<file path="config.mk">
export PLATFORM = sky130hd
export DESIGN_NAME = dmem_arbiter_flat
export DESIGN_NICKNAME = d
export VERILOG_FILES = /design/src/rtl/dmem_arbiter_if.sv /design/src/rtl/dmem_arbiter.sv /design/src/flat_wrapper.sv
export SDC_FILE = /design/constraint.sdc
export NUM_CORES = 1
export LEC_CHECK = 0
export BUFFER_PORTS_ARGS = -buffer_cell sky130_fd_sc_hd__buf_4
export CAP_MARGIN = 20
export CORE_MARGIN = 4
export CORE_UTILIZATION = 40
export CTS_CLUSTER_SIZE = 25
export DETAILED_ROUTE_END_ITERATION = 7
export GPL_TIMING_DRIVEN = 0
export PLACE_DENSITY = 0.75
export REMOVE_ABC_BUFFERS = 1
export SLEW_MARGIN = 20
export SYNTH_ARGS = -nofsm -noshare
export SYNTH_HDL_FRONTEND = slang
export SYNTH_SLANG_ARGS = --single-unit
</file>
<file path="constraint.sdc">
create_clock -name clk -period 2 [get_ports clk]
set_input_delay 0.4 -clock clk [delete_from_list [all_inputs] [get_ports clk]]
set_output_delay 0.4 -clock clk [all_outputs]
set_load 0.02 [all_outputs]
</file>
<file path="src/rtl/dmem_arbiter_if.sv">
// Requester-side bus for dmem_arbiter: request handshake plus response pulse.
// The master modport is the requester; the slave modport is the arbiter.
interface dmem_arbiter_if #(
  parameter int unsigned ADDR_W = 32,
  parameter int unsigned DATA_W = 32
);
  logic              valid;
  logic              ready;
  logic              we;
  logic [ADDR_W-1:0] addr;
  logic [DATA_W-1:0] wdata;
  logic              rvalid;
  logic [DATA_W-1:0] rdata;

  modport master (
    output valid, we, addr, wdata,
    input  ready, rvalid, rdata
  );

  modport slave (
    input  valid, we, addr, wdata,
    output ready, rvalid, rdata
  );
endinterface

</file>
<file path="src/rtl/dmem_arbiter.sv">
// Two-port arbiter/sequencer in front of a single-port data memory.
// Requests are serialised through IDLE -> ACCESS -> RESP. One access per 3 cycles.
// Build option: define DMEM_ARB_RR_EN for round-robin arbitration on ties;
// otherwise port 0 has fixed priority.
module dmem_arbiter #(
  parameter int unsigned ADDR_W = 32,
  parameter int unsigned DATA_W = 32
) (
  input  logic              clk,
  input  logic              rst_n,
  dmem_arbiter_if.slave     req0,
  dmem_arbiter_if.slave     req1,
  output logic [ADDR_W-1:0] o_mem_addr,
  output logic [DATA_W-1:0] o_mem_write_data,
  output logic              o_mem_read,
  output logic              o_mem_write,
  input  logic [DATA_W-1:0] i_mem_read_data
);

  typedef enum logic [1:0] {
    S_IDLE   = 2'd0,
    S_ACCESS = 2'd1,
    S_RESP   = 2'd2
  } state_t;

  state_t            r_state;
  state_t            w_state_nxt;

  logic              r_we_q;
  logic              r_id_q;
  logic [ADDR_W-1:0] r_addr_q;
  logic [DATA_W-1:0] r_wdata_q;
  logic [DATA_W-1:0] r_rdata_q;

  logic              w_grant1;
  logic              w_ready0;
  logic              w_ready1;
  logic              w_rvalid0;
  logic              w_rvalid1;
  logic              w_mem_read;
  logic              w_mem_write;
  logic              w_hs0;
  logic              w_hs1;
  logic              w_hs;

`ifdef DMEM_ARB_RR_EN
  logic              r_last_grant;

  // Round-robin: on a tie, grant the port that did not win last time.
  assign w_grant1 = req1.valid & (~req0.valid | ~r_last_grant);

  // Remember the winner of every handshake; reset favours port 0 first.
  always_ff @(posedge clk or negedge rst_n) begin
    if (!rst_n) begin
      r_last_grant <= 1'b1;
    end else if (w_hs) begin
      r_last_grant <= w_hs1;
    end
  end
`else
  // Fixed priority: port 1 wins only when port 0 is idle.
  assign w_grant1 = req1.valid & ~req0.valid;
`endif

  assign w_hs0 = req0.valid & w_ready0;
  assign w_hs1 = req1.valid & w_ready1;
  assign w_hs  = w_hs0 | w_hs1;

  // State register.
  always_ff @(posedge clk or negedge rst_n) begin
    if (!rst_n) begin
      r_state <= S_IDLE;
    end else begin
      r_state <= w_state_nxt;
    end
  end

  // Next-state logic: ACCESS and RESP each last exactly one cycle.
  always_comb begin
    w_state_nxt = r_state;
    case (r_state)
      S_IDLE:   if (w_hs) w_state_nxt = S_ACCESS;
      S_ACCESS: w_state_nxt = S_RESP;
      S_RESP:   w_state_nxt = S_IDLE;
      default:  w_state_nxt = S_IDLE;
    endcase
  end

  // Output decode; ready is gated by rst_n so it stays low while reset is held.
  always_comb begin
    w_ready0    = 1'b0;
    w_ready1    = 1'b0;
    w_rvalid0   = 1'b0;
    w_rvalid1   = 1'b0;
    w_mem_read  = 1'b0;
    w_mem_write = 1'b0;
    case (r_state)
      S_IDLE: begin
        w_ready0 = rst_n & req0.valid & ~w_grant1;
        w_ready1 = rst_n & w_grant1;
      end
      S_ACCESS: begin
        w_mem_read  = ~r_we_q;
        w_mem_write = r_we_q;
      end
      S_RESP: begin
        w_rvalid0 = ~r_id_q;
        w_rvalid1 = r_id_q;
      end
      default: begin
        w_ready0 = 1'b0;
      end
    endcase
  end

  // Latch the winning request on handshake; capture read data at the end of ACCESS.
  always_ff @(posedge clk or negedge rst_n) begin
    if (!rst_n) begin
      r_we_q    <= 1'b0;
      r_id_q    <= 1'b0;
      r_addr_q  <= '0;
      r_wdata_q <= '0;
      r_rdata_q <= '0;
    end else begin
      if (r_state == S_IDLE && w_hs) begin
        r_id_q <= w_hs1;
        if (w_hs1) begin
          r_we_q    <= req1.we;
          r_addr_q  <= req1.addr;
          r_wdata_q <= req1.wdata;
        end else begin
          r_we_q    <= req0.we;
          r_addr_q  <= req0.addr;
          r_wdata_q <= req0.wdata;
        end
      end
      if (r_state == S_ACCESS) begin
        r_rdata_q <= r_we_q ? '0 : i_mem_read_data;
      end
    end
  end

  assign req0.ready  = w_ready0;
  assign req1.ready  = w_ready1;
  assign req0.rvalid = w_rvalid0;
  assign req1.rvalid = w_rvalid1;
  assign req0.rdata  = r_rdata_q;
  assign req1.rdata  = r_rdata_q;

  assign o_mem_addr       = r_addr_q;
  assign o_mem_write_data = r_wdata_q;
  assign o_mem_read       = w_mem_read;
  assign o_mem_write      = w_mem_write;

endmodule

</file>
<file path="src/flat_wrapper.sv">
// flat-port wrapper written by rule: the top's interface ports become plain ports
module dmem_arbiter_flat 
#(
  parameter int unsigned ADDR_W = 32,
  parameter int unsigned DATA_W = 32
)
  (clk, rst_n, o_mem_addr, o_mem_write_data, o_mem_read, o_mem_write, i_mem_read_data, req0_valid, req0_we, req0_addr, req0_wdata, req0_ready, req0_rvalid, req0_rdata, req1_valid, req1_we, req1_addr, req1_wdata, req1_ready, req1_rvalid, req1_rdata);
  dmem_arbiter_if #(.ADDR_W(ADDR_W), .DATA_W(DATA_W)) req0_i ();
  dmem_arbiter_if #(.ADDR_W(ADDR_W), .DATA_W(DATA_W)) req1_i ();
  input  logic clk;
  input  logic rst_n;
  output logic [ADDR_W-1:0] o_mem_addr;
  output logic [DATA_W-1:0] o_mem_write_data;
  output logic o_mem_read;
  output logic o_mem_write;
  input  logic [DATA_W-1:0] i_mem_read_data;
  input wire logic [$bits(req0_i.valid)-1:0] req0_valid;
  input wire logic [$bits(req0_i.we)-1:0] req0_we;
  input wire logic [$bits(req0_i.addr)-1:0] req0_addr;
  input wire logic [$bits(req0_i.wdata)-1:0] req0_wdata;
  output wire logic [$bits(req0_i.ready)-1:0] req0_ready;
  output wire logic [$bits(req0_i.rvalid)-1:0] req0_rvalid;
  output wire logic [$bits(req0_i.rdata)-1:0] req0_rdata;
  input wire logic [$bits(req1_i.valid)-1:0] req1_valid;
  input wire logic [$bits(req1_i.we)-1:0] req1_we;
  input wire logic [$bits(req1_i.addr)-1:0] req1_addr;
  input wire logic [$bits(req1_i.wdata)-1:0] req1_wdata;
  output wire logic [$bits(req1_i.ready)-1:0] req1_ready;
  output wire logic [$bits(req1_i.rvalid)-1:0] req1_rvalid;
  output wire logic [$bits(req1_i.rdata)-1:0] req1_rdata;
  assign req0_i.valid = req0_valid;
  assign req0_i.we = req0_we;
  assign req0_i.addr = req0_addr;
  assign req0_i.wdata = req0_wdata;
  assign req0_ready = req0_i.ready;
  assign req0_rvalid = req0_i.rvalid;
  assign req0_rdata = req0_i.rdata;
  assign req1_i.valid = req1_valid;
  assign req1_i.we = req1_we;
  assign req1_i.addr = req1_addr;
  assign req1_i.wdata = req1_wdata;
  assign req1_ready = req1_i.ready;
  assign req1_rvalid = req1_i.rvalid;
  assign req1_rdata = req1_i.rdata;
  dmem_arbiter #(.ADDR_W(ADDR_W), .DATA_W(DATA_W)) u_core (.clk(clk), .rst_n(rst_n), .req0(req0_i), .req1(req1_i), .o_mem_addr(o_mem_addr), .o_mem_write_data(o_mem_write_data), .o_mem_read(o_mem_read), .o_mem_write(o_mem_write), .i_mem_read_data(i_mem_read_data));
endmodule
</file>
==> metrics.txt <==
critical path fanouts, max=6; share of cells above drive strength 1=roughly three fifths; io pins=300; fin crit period=a little under 2 ns; gr usage total=approximately a quarter; grt ovf=0; root buffer cell=clkbuf_16; Port Buffer Count=299; Starting Density=between 40% and 50%; GPL Wtd Cong=0.813; Antenna Cells=0; Post-Synthesis Cells=421; leading area contributor after synthesis=dfrtp_1; unrepaired setup endpoints after global routing=true; final core utilization=62.7%; simple-gate area share of the yosys netlist=6.71%; starting DRC count in detailed routing=372; via count=4,820; met2 WL post-DR=approximately 9400 um; HP Class=in2async; run status=finished, final reports clean; row count=40; post-synth top area share=51.4%; #FFs+latches synth=100; total of max-cap violations=0; H-Tree Depth=3; crit path launch type=register; Synth area leaders=dfrtp_1, o221a_2, o32a_1, nand2_1, buf_4; sequential fraction of the synthesis area=51.4%; DR WL met3=between 1000 and 1500 um; headroom to the max-slew limit=between 40% and 50%; Post-Synth XOR/XNOR Area=0%; TritonCTS Sinks=100; Pins Over Slew Limit=0; Mapped Area=between 0.004 and 0.005 sq mm; drt first pass iters=5; r2r worst-path depth=4; WP data arrival=roughly 1.5 ns; Least-Margin Pin Slew=0.841 ns; CTS tree=yes; reg2reg setup slack=0.13 ns; Post-Synth Adder-Cell Area=0%; worst skew pair latency=roughly 0.34 ns; pin count of the biggest net entering global routing=67; drt via density=5.80; CTS buffer count=9; reg2reg start=u_core.r_state[0]; DP Cell Count=around 800; Crit Path Class=reg2out; vias in the first global route=4,750; compound-cell area share of the yosys netlist=a little under a third; first-pass GRT wire length=approximately 28,000 um; antenna viol nets, final=0; NumNets Final=approximately 850; Worst-path clk slew=roughly 0.07 ns; Max clock buf depth=2; antenna violations before repair=0; Syn. warnings=0; layout overhead on the synthesized area=54.2%; Power Dens Cells=around 1200 mW/mm^2; half-perimeter wire length after placement=11,600 um; final cell count without fillers=around 830; die area=around 0.014 sq mm; Crit Reg-Reg Endpoint=u_core.o_mem_write_data[12]; Die X=approximately 120 um; final setup fails=0; wl on met1=7380 um; post-synthesis mux area share=0%; syn avg cell area=11.6 sq um; fmax=approximately 520 MHz; post-detailed-route DRC marker count=0; Peak VDD IR=roughly 0.47 mV; Std-Cell Core Area=about 0.012 sq mm; Leak=~3.5 nW; largest family of logic cells by synthesized area=compound AO/OA/AOI/OAI gates; Max Used Layer=met4; Hold Vio Cnt, Final=0; Routed WL=about 19,000 um; Crit. End Element=output port; final worst-path cycle share=between 90% and 100%; CP required=around 1.6 ns; Die Span Y=around 120 um; WL per Instance=22.5 um; post-synth cell types=24; Setup Skew=about 0.0060 ns
## logic make-up (layout without fill, tap and decap cells)
logic type | Yosys count | count (layout)
compound gates | 163 | 163
flops | 100 | 100
buf+inv | 81 | 339
simple gates | 77 | 82
## final cells by class
| class | instances | area (sq um) |
|---|---|---|
| Fill cell | 947 | 4460 |
| Sequential cell | 100 | 2500 |
| Timing Repair Buffer | 318 | 2500 |
| Multi-Input combinational cell | 245 | 1960 |
| Clock buffer | 10 | 239 |
| Tap cell | 147 | 184 |
| Clock inverter | 6 | 87.6 |
| Inverter | 4 | 18.8 |
| Timing Repair inverter | 1 | 5.00 |
## power by group
part / internal (W) / total (W) / switching [W]
registers: 0.00258 / 0.00308 / 0.000499
logic: 0.00179 / 0.00372 / 0.00193
clock network: 0.00113 / 0.00190 / 0.000771
total: 0.00550 / 0.00870 / 0.00320
## worst max-delay path by stage
stage / startpoint / slack (ns) / cells after the start / to
6_report: u_core.r_state[1] / 0.07 / 3 / req1_ready
5_1_grt: u_core.r_state[1] / -0.005 / 4 / o_mem_write
4_1_cts: u_core.r_state[0] / 0.02 / 4 / o_mem_read
3_5_place_dp: rst_n / -1.18 / 6 / req0_ready
3_3_place_gp: rst_n / -6.36 / 5 / req0_ready
2_1_floorplan: u_core.r_state[0] / -2.94 / 3 / req0_ready
## synthesized netlist by cell type
cell type / number
buf_6: 1
o22ai_1: 1
o221a_2: 64
or2_2: 1
nor2_1: 4
o32a_1: 64
dfrtp_1: 100
or3b_4: 1
nor3b_1: 1
o21ai_0: 32
nand2b_1: 1
inv_1: 4
and2_1: 1
a2bb2oi_1: 1
clkbuf_1: 27
buf_2: 6
buf_1: 6
a21oi_1: 1
buf_8: 5
and3b_2: 1
nand2_1: 65
or2b_1: 1
buf_4: 32
nor3b_2: 1
## sequential cells by signal, indices dropped and copies added (netlist names)
register                 cells
u_core.r_id_q                1
u_core.o_mem_write_data     32
u_core.r_state               2
u_core.req0.rdata           32
u_core.o_mem_addr           32
u_core.r_we_q                1
## per-stage QoR
step                hold slack, ns  setup slack, ns  power, W  setup TNS (ns)  instance area (sq um)
floorplan                    0.104            -2.94   0.00482         -182.66                   4390
global placement             0.494            -6.36   0.00658         -429.51                   6810
detailed placement           0.506            -1.18   0.00668          -64.40                   6910
CTS                         0.0390           0.0153   0.00869               0                   7410
global route                0.0371         -0.00495   0.00909        -0.00676                   7500
finish                      0.0334           0.0663   0.00870               0                   7500
## metal layers
metal	GRT usage, %	up-vias
li1	-	2155
met1	31.7	2394
met2	42.6	241
met3	6.84	30
met4	7.62	0
met5	0	-
## layout by cell type (no fill, tap or decap)
cell type   instances
dfrtp_1            98
o21ai_0            32
a21oi_1             1
buf_12              1
a2bb2oi_1           1
nor2_1              3
inv_2               1
buf_16              2
and3b_2             1
clkinv_2            2
and2_1              1
or2_4               1
o221a_2            64
inv_1               2
buf_6               2
nand2_1            64
bufbuf_16           1
clkbuf_16          10
or3b_4              3
dfrtp_2             2
clkbuf_8            1
nand2b_4            1
nor3b_1             1
or2b_4              1
bufinv_16           2
nand2_8             1
nand2b_2            1
o22ai_1             1
clkinvlp_2          1
clkinvlp_4          1
buf_8               2
nand2_4             2
nor2_2              1
buf_4             309
o32a_1             64
nor3b_4             1
clkinv_4            2
## critical path, stage by stage (launching register included)
cell,delay (ns)
dfrtp_2,0.47
or3b_4,0.45
nor2_1,0.12
buf_4,0.16
## repair_timing
item	4_1_cts	5_1_grt
pin swaps	3	1
endpoints found under the hold margin	49	0
gates resized for setup	11	2
gates cloned	6	2
endpoints found under the setup margin	69	4
buffers inserted	4	7
hold buffers	1	0
(Power assumes the default switching activity.)
